## src/rtl/noc_tx_sequencer.sv

```systemverilog
// Outbound NoC sequencer: captures one write request into a 96-bit packet,
// stamps a sequence number and serialises it as six 16-bit flits.
module noc_tx_sequencer #(
    parameter logic [15:0] SRC_ADDR = 16'h0000,
    parameter logic [15:0] SEQ_INIT = 16'h0000
) (
    input  logic        clk,
    input  logic        rst,
    input  logic        en,
    input  logic        wr_valid,
    output logic        wr_ready,
    input  logic [15:0] wr_addr,
    input  logic [2:0]  wr_size,
    input  logic [7:0]  wr_flags,
    input  logic [31:0] wr_data,
    output logic        flit_valid,
    input  logic        flit_ready,
    output logic [15:0] flit_data,
    output logic        flit_last,
    output logic        busy,
    output logic [15:0] seq_num,
    output logic [15:0] sent_cnt
);

    // Handshake rule on both sides: a transfer happens at a rising edge where
    // valid && ready; a presented flit holds data/last stable until accepted.

    typedef enum logic {
        S_IDLE = 1'b0,
        S_SEND = 1'b1
    } state_t;

    localparam logic [2:0] LAST_IDX = 3'd5;

    state_t      state_q, state_d;
    logic [2:0]  fidx_q, fidx_d;
    logic [95:0] pkt_q, pkt_d;
    logic [15:0] seq_q, seq_d;
    logic [15:0] sent_q, sent_d;
    logic        accept;

    always_ff @(posedge clk) begin
        if (rst) begin
            state_q <= S_IDLE;
            fidx_q  <= 3'd0;
            pkt_q   <= 96'd0;
            seq_q   <= SEQ_INIT;
            sent_q  <= 16'd0;
        end else begin
            state_q <= state_d;
            fidx_q  <= fidx_d;
            pkt_q   <= pkt_d;
            seq_q   <= seq_d;
            sent_q  <= sent_d;
        end
    end

    always_comb begin
        state_d    = state_q;
        fidx_d     = fidx_q;
        pkt_d      = pkt_q;
        seq_d      = seq_q;
        sent_d     = sent_q;
        wr_ready   = 1'b0;
        flit_valid = 1'b0;
        flit_data  = 16'd0;
        flit_last  = 1'b0;
        accept     = 1'b0;

        case (state_q)
            S_IDLE: begin
                wr_ready = en && !rst;
            end
            S_SEND: begin
                flit_valid = 1'b1;
                flit_last  = (fidx_q == LAST_IDX);
                case (fidx_q)
                    3'd0:    flit_data = pkt_q[95:80];
                    3'd1:    flit_data = pkt_q[79:64];
                    3'd2:    flit_data = pkt_q[63:48];
                    3'd3:    flit_data = pkt_q[47:32];
                    3'd4:    flit_data = pkt_q[31:16];
                    3'd5:    flit_data = pkt_q[15:0];
                    default: flit_data = 16'd0;
                endcase
                // Ready during the tail lets the next packet follow with no bubble.
                wr_ready = en && !rst && (fidx_q == LAST_IDX) && flit_ready;
                if (flit_ready) begin
                    if (fidx_q != LAST_IDX) begin
                        fidx_d = 3'(fidx_q + 3'd1);
                    end else begin
                        sent_d  = sent_q + 16'd1;
                        state_d = S_IDLE;
                    end
                end
            end
            default: begin
                state_d = S_IDLE;
            end
        endcase

        accept = wr_valid && wr_ready;
        if (accept) begin
            pkt_d   = {SRC_ADDR, wr_addr, seq_q, 5'b00000, wr_size, wr_flags, wr_data};
            seq_d   = seq_q + 16'd1;
            fidx_d  = 3'd0;
            state_d = S_SEND;
        end
    end

    assign busy     = (state_q == S_SEND);
    assign seq_num  = seq_q;
    assign sent_cnt = sent_q;

endmodule

```

## config.mk

```make
export PLATFORM = sky130hd
export DESIGN_NAME = noc_tx_sequencer
export DESIGN_NICKNAME = d
export VERILOG_FILES = /design/src/rtl/noc_tx_sequencer.sv
export SDC_FILE = /design/constraint.sdc
export NUM_CORES = 1
export LEC_CHECK = 0
export ABC_AREA = 0
export BUFFER_PORTS_ARGS = -buffer_cell sky130_fd_sc_hd__clkbuf_2
export CORE_UTILIZATION = 53
export CTS_CLUSTER_SIZE = 28
export DETAILED_ROUTE_END_ITERATION = 10
export PLACE_DENSITY = 0.89
export SYNTH_ARGS = -nofsm -noshare
export SYNTH_HDL_FRONTEND = slang
export SYNTH_SLANG_ARGS = --single-unit
```

## constraint.sdc

```tcl
create_clock -name clk -period 2.28 [get_ports clk]
set_input_delay 0.114 -clock clk [delete_from_list [all_inputs] [get_ports clk]]
set_output_delay 0.114 -clock clk [all_outputs]
set_load 0.02 [all_outputs]
```

[Word level (Yosys, flattened, before mapping)]
Cells that the tools add are included.
Cells by class
  add/sub/neg operators: 3
  multiply operators: 0
  divide/modulo/power cells: 0
  magnitude comparators: 0
  equality and inequality tests: 6
  shifts and indexed selects: 0
  mux-type cells: 9
  bitwise gates (word level): 2
  reductions and logical operators: 8
Operators with widths (number)
  $pmux 16 s5: 1
  $add 16x1->16 const B: 2
  $mux 16: 1
  $eq 3x2->1 const B: 2
  $eq 3x3->1 const B: 2
  $mux 1: 6
  $reduce_and 3->1: 2
  $logic_and 1x1->1: 4
  $add 3x1->3 const B: 1
  $eq 3x1->1 const B: 1
  $ne 3x3->1 const B: 1
  $not 1->1: 2
  $pmux 1 s2: 1
  $reduce_or 2->1: 1
  $logic_not 1->1: 1
Storage, ports and cells
  register bits after elaboration: 111
  latch bits: 0
  RAM bits: 0
  bits in read-only memories: 0
  input port bits: 64
  output and inout port bits: 52
  memories kept: 0

[Depth between registers and ports, before layout]
  word-level depth: 7
  mapped depth: 9
  depth with buffers taken out: 6

[Least setup slack after synthesis]
OpenSTA, ideal clock, no wires.
  path kind: flip-flop to output port
  start point: reg fidx_q[0]
  end point: out flit_data[11]
  data arrival time: 1.900 ns
  data required time: 2.166 ns
  setup slack: 0.266 ns
  stages on the path, launching flop included: 8
  buffers on the path: 2
  path through: dfxtp_1 > inv_1 > ha_1 > and2_1 > clkbuf_1 > o41ai_2 > clkbuf_1 > nor2_1
On the way
  longest elaborated chain between the ends: 3
  elaborated cells on any way between the ends: 7
Ends and longest elaborated chain
  start: declaration: line 36  | logic [2:0] fidx_q, fidx_d;
  start signal: assignment: line 51  | fidx_q <= fidx_d;
  $eq 3x3->1, or another cell as far along: line 77  | case (fidx_q)
  $pmux 16 s5 (*): line 77
  $mux 16 (*): line 70  | case (state_q)
  end: declaration: line 18  | output logic [15:0] flit_data,
Mark *: on every way between the ends. The rest lies on a longest branch, timed or not.

[Worst setup path in the final report]
  start point: reg fidx_q[1]
  end point: out flit_data[5]
The elaborated chain is that of the path after synthesis.

==> impl_metrics.yaml <==
worst_setup_path:
  endpoint_kind: "output port"
  reg2reg_from: "fidx_q[1]"
  worst-endpoint-required_ns: 2.17
  worst_r2r_endpoint: "seq_num[15]"
  setup.worst_path.start_class: "register"
  path_class: "register to output port"
  worst_r2r_path_depth: 6
  worstPathArrival_ns: 2.08
  critPathSlowestCell: "sky130_fd_sc_hd__dfxtp_2"
  worstPathMaxFanout: 14
  cells_traversed_along_the_worst_timing_path: "inv_1 -> ha_2 -> buf_6 -> and2_1 -> buf_6 -> a222oi_1 -> a21oi_1 -> clkbuf_2"
  cpMostUsedCell: "sky130_fd_sc_hd__buf_6"
  slowest_delay_ns: 0.37
  timing.reg2reg.setup_slack_ns: 0.23
clock_tree:
  clk_pin_slew_worst_paths_ns: 0.11
  cts_buffer_depth: 2
  clock-sinks: 111
  worst_skew_pair.late_latency_ns: 0.37
  cts_buffers: 9
  cts-root-buf: "sky130_fd_sc_hd__clkbuf_8"
  cts_tree: "built"
  htree_num_levels: 3
floorplanning:
  std_cell_rows: 34
  placeable_area_um2: 8763
  floorplan.initialDensity: 0.5484
  die_w_um: 97.23
  floorplan.io_pins: 116
  fp.dieH_um: 97.23
  fp.dieArea_um2: 9453
power:
  cellPowerDensity_nw_per_um2: 547.0
  irDropWorstVdd_v: 0.0003620
  net-switching-power_w: 0.0009002
  power.share.sequential: 0.579
  combinationalPowerShare: 0.095
  swShare: 0.2603
  power.leakage_nw: 2.397
  clockPowerShare: 0.326
  p_int_w: 0.002558
detailed_routing:
  finalWirelength_mm: 14.15
  drt_pre_antenna_iters: 6
  detail-route-antenna-nets: 0
  routedWlPerCell_um: 16.19
  detail_route.drc_violations: 0
  viasPerCell: 5.738
  initialDrtViolationCount: 407
  detailroute.via_count: 5015
min_path:
  min_delay_path_depth: 3
  hold_path.class: "input port to register"
  hold-path-endpoint: "pkt_q[32]"
  timing.hold.worst.start: "wr_flags[0]"
status:
  run_status: "complete, no violations"
cells_and_area:
  finish.utilization: 0.7214
  nets: 832
  finalInstanceArea_um2: 6322
  syn_to_final_growth_pct: 31.55
  number_of_antenna_cells_inserted: 0
  final_layout_size_suffix_gt1_frac: 0.2102
global_route:
  use_met2: 0.4805
  grt_pass1_wl_mm: 22.47
  groute.usage.overall: 0.2948
  grt_util_met1: 0.3696
  antenna_found_initial: 0
  met3_demand_to_capacity_share_in_global_routing: 0.06547
  overflow: 0
  grt_pass1_vias: 4695
  grt.busiest_layer: "met2"
  grt_start_max_net_pins: 81
sta:
  final.min_clock_period_ns: 2.192
  worst_clock_skew_ns: 0.01340
  final_critical_path_setup_slack_ns: 0.08785
  clock.fmax_mhz: 456.2
  final.period_utilization: 0.9615
  final-max-slew-violation-count: 0
  max_slew_margin: 0.5548
  setup_repair_after_global_routing_missed_its_margin: "yes"
  setup_viol: 0
  report.final.hold_viol_count: 0
  actual_transition_at_the_worst_max_transition_pin_ns: 0.6678
logic_synthesis:
  netlist.top_cell.by_area: "sky130_fd_sc_hd__dfxtp_1"
  yosys_warnings: 0
  yosys_register_bits: 111
  post_synth_num_cell_types: 45
  synth_area_um2: 4806
  synth.yosys.seq_area_share: 0.4624
  synth_top_area_share: 0.4624
  postSynth.topFlopCell: "sky130_fd_sc_hd__dfxtp_1"
  synth_top_cells_by_area: "sky130_fd_sc_hd__dfxtp_1 46%, sky130_fd_sc_hd__nand2_1 14%, sky130_fd_sc_hd__a21oi_1 10%"
  syn-instance-count: 604
  synth_area_per_cell_um2: 7.957
  synth-edff-count: 0
  mappedNetlistNets: 675
  proportion_of_synthesized_flip_flops_having_asynchronous_set_or_reset: 0
placed_design:
  placed_cell_area_um2: 5473
  placement.io_buffers: 115
  hpwl_mm: 8.648
  gp_routability_congestion: 0.8934
  post-place-ws_ns: 0.2049
job:
  cap_violations: 0
[cell usage after synthesis, types with 5 or more instances]
master / instances
sky130_fd_sc_hd__buf_2: 9
sky130_fd_sc_hd__a31oi_1: 7
sky130_fd_sc_hd__nand4_1: 8
sky130_fd_sc_hd__a22oi_1: 20
sky130_fd_sc_hd__xnor2_1: 7
sky130_fd_sc_hd__nor2_1: 16
sky130_fd_sc_hd__nand2_1: 179
sky130_fd_sc_hd__or3_1: 8
sky130_fd_sc_hd__and2_1: 5
sky130_fd_sc_hd__clkbuf_1: 30
sky130_fd_sc_hd__ha_1: 7
sky130_fd_sc_hd__or4_1: 5
sky130_fd_sc_hd__a222oi_1: 6
sky130_fd_sc_hd__xor2_1: 5
sky130_fd_sc_hd__a21oi_1: 100
sky130_fd_sc_hd__o31ai_1: 5
sky130_fd_sc_hd__o21ai_0: 12
sky130_fd_sc_hd__dfxtp_1: 111
sky130_fd_sc_hd__and3_1: 5
sky130_fd_sc_hd__nand3_1: 10
[through the flow]
| stage | setup TNS [ns] | power (W) | std cells | hold WS, ns |
|---|---|---|---|---|
| floorplan | 0 | 0.002175 | 604 | 0.2500 |
| global placement | 0 | 0.002270 | 796 | 0.3388 |
| detailed placement | 0 | 0.002278 | 796 | 0.3423 |
| CTS | 0 | 0.003464 | 874 | 0.004357 |
| global route | -0.003764 | 0.003592 | 874 | 0.007408 |
| finish | 0 | 0.003458 | 874 | 0.02006 |
[placed cells by master (no fill, tap or decap), types with 6 or more instances in the layout]
cell	instances
sky130_fd_sc_hd__nand2_1	179
sky130_fd_sc_hd__clkbuf_2	113
sky130_fd_sc_hd__dfxtp_1	108
sky130_fd_sc_hd__a21oi_1	100
sky130_fd_sc_hd__dlygate4sd3_1	60
sky130_fd_sc_hd__a22oi_1	19
sky130_fd_sc_hd__nor2_1	16
sky130_fd_sc_hd__o21ai_0	12
sky130_fd_sc_hd__buf_4	11
sky130_fd_sc_hd__nand3_1	10
sky130_fd_sc_hd__clkbuf_8	9
sky130_fd_sc_hd__or3_1	8
sky130_fd_sc_hd__nand4_1	8
sky130_fd_sc_hd__a31oi_1	7
sky130_fd_sc_hd__xnor2_1	7
sky130_fd_sc_hd__a222oi_1	6
sky130_fd_sc_hd__ha_1	6
[state kept, by name, indices dropped and copies added, names as in the netlist]
register  count
fidx_q        3
seq_num      16
pkt_q        75
busy          1
sent_cnt     16
[worst max path at each step]
| stage | depth (start not counted) | slack (ns) | from | end |
|---|---|---|---|---|
| floorplan | 7 | 0.27 | fidx_q[0] | flit_data[11] |
| global placement | 6 | 0.32 | fidx_q[1] | seq_num[15] |
| detailed placement | 6 | 0.20 | fidx_q[1] | seq_num[15] |
| CTS | 7 | 0.006 | fidx_q[0] | flit_data[5] |
| global route | 8 | -0.004 | fidx_q[1] | flit_data[10] |
| finish | 8 | 0.09 | fidx_q[1] | flit_data[5] |
[per-layer routing]
metal  wire length (µm)  part of all wire
met5                  0                 0
met4                619             0.044
met3               1030             0.073
met2               6790              0.48
met1               5705              0.40
[power by group through the flow]
| stage | clock network (W) | registers [W] | logic, W |
|---|---|---|---|
| final | 0.00113 | 0.00200 | 0.000328 |
| after global routing | 0.00123 | 0.00201 | 0.000356 |
| after CTS | 0.00115 | 0.00200 | 0.000317 |
| after detailed placement | 0 | 0.00205 | 0.000233 |
| after global placement | 0 | 0.00204 | 0.000226 |
| after floorplan | 0 | 0.00204 | 0.000137 |
[area by class of cell]
type | count | area (µm²)
inverter | 4 | 15.01
clock inverter | 7 | 63.81
tap | 108 | 135.1
fill | 624 | 2441
sequential | 111 | 2228
clock buffer | 9 | 123.9
timing repair buffer | 190 | 1334
multi-input combinational | 445 | 2422
[worst max-delay path, delay by kind of cell (launching register included)]
family / cells / cell delay (ns)
buf+inv: 4 / 0.55
compound gates: 2 / 0.41
flops: 1 / 0.37
fa+ha+maj: 1 / 0.21
simple gates: 1 / 0.17
[what timing repair did]
item                                   in CTS  in global routing
hold buffers                               60                  0
buffers inserted                            1                  0
setup endpoints to repair                  16                 16
pin swaps                                   1                  2
cloned                                      1                  0
resized for setup                          14                  5
endpoints found under the hold margin      59                  0
[kinds of logic after synthesis]
group,after synthesis,synth area share
compound gates,161,0.1976
fa+ha+maj,7,0.01822
mux,6,0.01328
flops,111,0.4624
simple gates,259,0.2437
buf+inv,48,0.04296
xor+xnor,12,0.02187
(Power assumes the default switching activity.)
